File: config.mk
export PLATFORM = sky130hd
export DESIGN_NAME = adder_32
export DESIGN_NICKNAME = d
export VERILOG_FILES = /design/src/rtl/adder_32.sv
export SDC_FILE = /design/constraint.sdc
export NUM_CORES = 1
export LEC_CHECK = 0
export ABC_AREA = 1
export CORE_ASPECT_RATIO = 1.4
export CORE_MARGIN = 2
export CORE_UTILIZATION = 55
export CTS_BUF_LIST = sky130_fd_sc_hd__clkbuf_16
export DETAILED_ROUTE_END_ITERATION = 16
export PLACE_DENSITY_LB_ADDON = 0.3
export SKIP_LAST_GASP = 1
export SYNTH_ARGS = -nofsm -noshare
export SYNTH_HDL_FRONTEND = slang
export SYNTH_SLANG_ARGS = --single-unit
File: constraint.sdc
create_clock -name clk -period 20.4 [get_ports clk]
set_clock_uncertainty 0.2 [all_clocks]
set_input_delay 4.08 -clock clk [delete_from_list [all_inputs] [get_ports clk]]
set_output_delay 4.08 -clock clk [all_outputs]
set_load 0.02 [all_outputs]
File: src/rtl/adder_32.sv
// adder_32: registered binary32 floating-point adder, round-to-nearest-even, flush-to-zero
module adder_32 (
  input  logic        clk,
  input  logic        rst_n,
  input  logic        in_valid,
  input  logic [31:0] A,
  input  logic [31:0] B,
  output logic [31:0] Sum,
  output logic        out_valid
);
  logic        a_nan, b_nan, a_inf, b_inf, a_zero, b_zero, swap, s_l, s_s, rnd;
  logic [7:0]  e_l, e_s, diff;
  logic [23:0] m_l, m_s;
  logic [49:0] sh;
  logic [26:0] x_l, x_s, n;
  logic [27:0] t;
  logic [4:0]  lz;
  logic [9:0]  e_n, e_f;
  logic [24:0] m_r;
  logic [31:0] arith, res;
  always_comb begin
    a_zero = A[30:23] == 8'h00;
    b_zero = B[30:23] == 8'h00;
    a_inf  = A[30:23] == 8'hFF && A[22:0] == 23'b0;
    b_inf  = B[30:23] == 8'hFF && B[22:0] == 23'b0;
    a_nan  = A[30:23] == 8'hFF && A[22:0] != 23'b0;
    b_nan  = B[30:23] == 8'hFF && B[22:0] != 23'b0;
    swap   = B[30:0] > A[30:0];
    {s_l, e_l, m_l} = swap ? {B[31], B[30:23], 1'b1, B[22:0]} : {A[31], A[30:23], 1'b1, A[22:0]};
    {s_s, e_s, m_s} = swap ? {A[31], A[30:23], 1'b1, A[22:0]} : {B[31], B[30:23], 1'b1, B[22:0]};
    diff = e_l - e_s;
    // past 26 the small operand only ever lands in sticky, so clamp the shift
    sh   = {m_s, 26'b0} >> (diff > 8'd26 ? 8'd26 : diff);
    x_l  = {m_l, 3'b000};
    x_s  = {sh[49:26], sh[25], sh[24], |sh[23:0]};
    t    = (s_l ^ s_s) ? {1'b0, x_l} - {1'b0, x_s} : {1'b0, x_l} + {1'b0, x_s};
    lz   = 5'd0;
    for (int i = 0; i < 27; i++)
      if (t[i]) lz = 5'(26 - i);
    n    = t[27] ? {t[27:2], t[1] | t[0]} : t[26:0] << lz;
    e_n  = {2'b0, e_l} + {9'b0, t[27]} - {5'b0, lz};
    rnd  = n[2] & (n[1] | n[0] | n[3]);
    m_r  = {1'b0, n[26:3]} + {24'b0, rnd};
    e_f  = e_n + {9'b0, m_r[24]};
    arith = t == 28'b0 ? 32'h0000_0000 :
            (e_f[9] || e_f == 10'd0) ? {s_l, 31'b0} :
            e_f >= 10'd255 ? {s_l, 8'hFF, 23'b0} : {s_l, e_f[7:0], m_r[22:0]};
    res = (a_nan || b_nan || (a_inf && b_inf && (A[31] ^ B[31]))) ? 32'h7FC0_0000 :
          a_inf ? A : b_inf ? B :
          (a_zero && b_zero) ? {A[31] & B[31], 31'b0} :
          a_zero ? B : b_zero ? A : arith;
  end
  always_ff @(posedge clk) begin
    if (!rst_n) begin
      Sum       <= 32'h0000_0000;
      out_valid <= 1'b0;
    end else begin
      out_valid <= in_valid;
      if (in_valid) Sum <= res;
    end
  end
endmodule

==> results.yml <==
route:
  drt_iter0_markers: 2353
  firstDrtPassIters: 8
  routed_wl_mm: 53.12
  vias_per_cell: 6.366
  wire_per_inst_um: 20.42
  drc_errors: 0
  ant_nets: 0
  vias: 16560
worst_setup_path:
  critPathKind: "input pin to flop"
  critPathCaptureType: "flop"
  worst-path-max-fanout: 31
  r2r_slack_ns: 19.48
  reg2reg_depth: 2
  crit_path_top_delay_cell: "clkdlybuf4s50_1"
  startpoint_type: "input pin"
  arrival_ns: 19.18
  path_common_cell: "nand2_1"
  critPathRequiredTime_ns: 20.40
  r2r_end: "Sum[0]"
  timing.rr.start: "Sum[0]"
  cpPeakStageDelay_ns: 0.50
logic_synthesis:
  synth.distinct_cells: 62
  synth-xor-area-share_pct: 1.642
  ys_warn_count: 0
  ys_ff_latch: 33
  async_flop_share_pct: 0
  synthSimpleGateAreaFrac_pct: 51.92
  muxShareOfSynthArea_pct: 0
  synth_compound_area_share_pct: 16.91
  syn_area_per_cell_um2: 5.185
  synthTopCellsByArea: "nand2_1 (24%), nand3_1 (15%), ha_1 (9.9%)"
  dominantRegCellSynth: "dfxtp_1"
  synth_common_cells: "nand2_1 (759), nand3_1 (356), inv_1 (264), a21oi_1 (140), nor2_1 (139)"
  netlist_area_um2: 11970
  synthAdderAreaFrac_pct: 10.43
  syn-num-nets: 2473
  netlist_instances: 2308
  seq_area_frac_synth_pct: 5.521
  synth_top_family_by_area: "simple AND/OR/NAND/NOR gates"
  post-synth-top-count-cell: "nand2_1"
  synth_top_area_cell: "nand2_1"
  synth_edf_count: 0
  synth_top_area_share_pct: 23.81
cts:
  htreeDepth: 2
  ctsHoldBuffers: 0
  cts_num_sinks: 33
  clockBufferDepth: 2
  clk_pin_slew_ns: 0.05
  clkLatencyLatePin_ns: 0.28
  cts_made_buffers: 5
  cts_root_buf: "clkbuf_16"
  tritoncts: "built"
cells_and_area:
  ff_latch_area_um2: 660.6
  nets: 2505
  syn_to_final_growth_pct: 9.933
  utilization_pct: 61.81
  n_fill_cell: 2173
  final_area_um2: 13160
  num_antenna_cells: 0
  drive_gt1_share_pct: 5.340
  multi_input_area_um2: 9751
sta:
  fmax_ghz: 0.05214
  hold_violations: 0
  relSlewSlack_pct: 23.10
  period_needed_ns: 19.18
  setup_viol: 0
  fin_ws_ns: 1.222
  rsz0062_at_grt: "no"
  period_share_pct: 94.01
  worstMarginPinSlew_ns: 1.141
  tns_ns: 0
  slew_violations: 0
floorplanning:
  die-area_um2: 22970
  io_pins: 100
  core_region_area_um2: 21280
  rows: 63
  die_w_um: 128.7
  die_y_um: 178.5
  initial_utilization_pct: 56.23
placement:
  portBuffers: 99
  gp_congestion: 1.144
  dp_hpwl_mm: 42.50
  pre_cts_slack_ns: 0.5751
  placed_area_um2: 12920
grt:
  grt_pass1_vias: 14980
  grt_pass1_wl_mm: 79.92
  track_usage_pct: 44.58
  antenna_found_initial: 0
  grt_overflow: 0
  grt_max_degree: 93
power_and_ir_drop:
  powerDensity_nw_per_um2: 89.52
  leakagePower_nw: 7.001
  ir_drop_v: 0.00008564
min_path:
  hp-class: "flop to flop"
  hold_path_depth: 2
  worstHoldStart: "Sum[4]"
  min_to: "Sum[4]"
flow_run:
  drv_cap: 0
run_status:
  status: "finished, final reports clean"
## repair_timing
item                                    4_1_cts  5_1_grt
endpoints found under the setup margin        0       23
resized for setup                             0       15
hold endpoints to repair                      0        0
setup buffers                                 0        3
## cell usage in the layout, fill, tap and decap left out, types with 17 or more instances in the layout
master,Yosys,routed
dfxtp_1,33,33
nand3_1,356,356
nor3_1,18,17
a21oi_1,140,140
ha_1,95,95
nand2_1,759,759
inv_1,264,265
buf_4,10,22
nand4_1,67,67
nor2_1,139,136
clkdlybuf4s50_1,0,99
o21ai_1,21,21
inv_2,26,24
o21ai_0,112,112
## per-layer routing
layer / vias to the layer above / wire, um / track usage (%) / share of wire [%]
met5: - / 0 / 0 / 0
met4: 0 / 5367 / 35.42 / 10
met2: 1178 / 23400 / 71.87 / 44
met1: 7365 / 18320 / 49.87 / 34
met3: 318 / 6024 / 10.68 / 11
li1: 7696 / - / - / -
## power breakdown
| group | internal [mW] | switching [mW] | leakage (nW) | total, mW |
|---|---|---|---|---|
| Sequential | 0.0760 | 0.00742 | 0.271 | 0.0834 |
| Combinational | 0.300 | 0.723 | 6.66 | 1.02 |
| Clock | 0.0442 | 0.0270 | 0.0748 | 0.0712 |
## metrics by stage
step | power (mW) | hold WS (ns) | instances
2_1_floorplan | 0.7710 | 0.3402 | 2308
3_3_place_gp | 1.030 | 0.2597 | 2588
3_5_place_dp | 1.040 | 0.2565 | 2588
4_1_cts | 1.114 | 0.2634 | 2596
5_1_grt | 1.270 | 0.2871 | 2601
6_report | 1.178 | 0.2632 | 2601
## cells by family (layout without fill, tap and decap cells)
kind of cell / Yosys count / in the layout
fa+ha+maj: 98 / 98
flops: 33 / 33
buf+inv: 394 / 425
xor+xnor: 19 / 19
simple gates: 1407 / 1409
compound gates: 357 / 357
## worst max-delay path, delay by kind of cell
family                     cells  cell delay (ns)
AOI/OAI and AO/OA             17             3.36
adders and majority gates      6             2.25
buffers and inverters         12             2.22
and+or+nand+nor               58             7.22
## cell type report
cell class                 count  share of cell area [%]
tap                          260                   2.473
clock buffer                   5                  0.9511
timing repair buffer         121                   8.788
sequential                    33                   5.022
multi-input combinational   1883                   74.12
inverter                     296                   8.541
clock inverter                 3                  0.1046
## sequential cells by signal (all words and copies together) (netlist names)
| name | count |
|---|---|
| out_valid | 1 |
| Sum | 32 |
## worst max path at each step
| stage | start | endpoint | slack, ns | depth (start not counted) |
|---|---|---|---|---|
| after CTS | A[28] | Sum[8] | 0.87 | 91 |
| final | A[28] | Sum[8] | 1.22 | 93 |
| after floorplan | A[28] | Sum[5] | 4.53 | 93 |
| after global routing | A[28] | Sum[4] | 0.03 | 100 |
| after global placement | A[28] | Sum[8] | 0.96 | 88 |
| after detailed placement | A[28] | Sum[8] | 0.58 | 92 |
(Power assumes the default switching activity.)
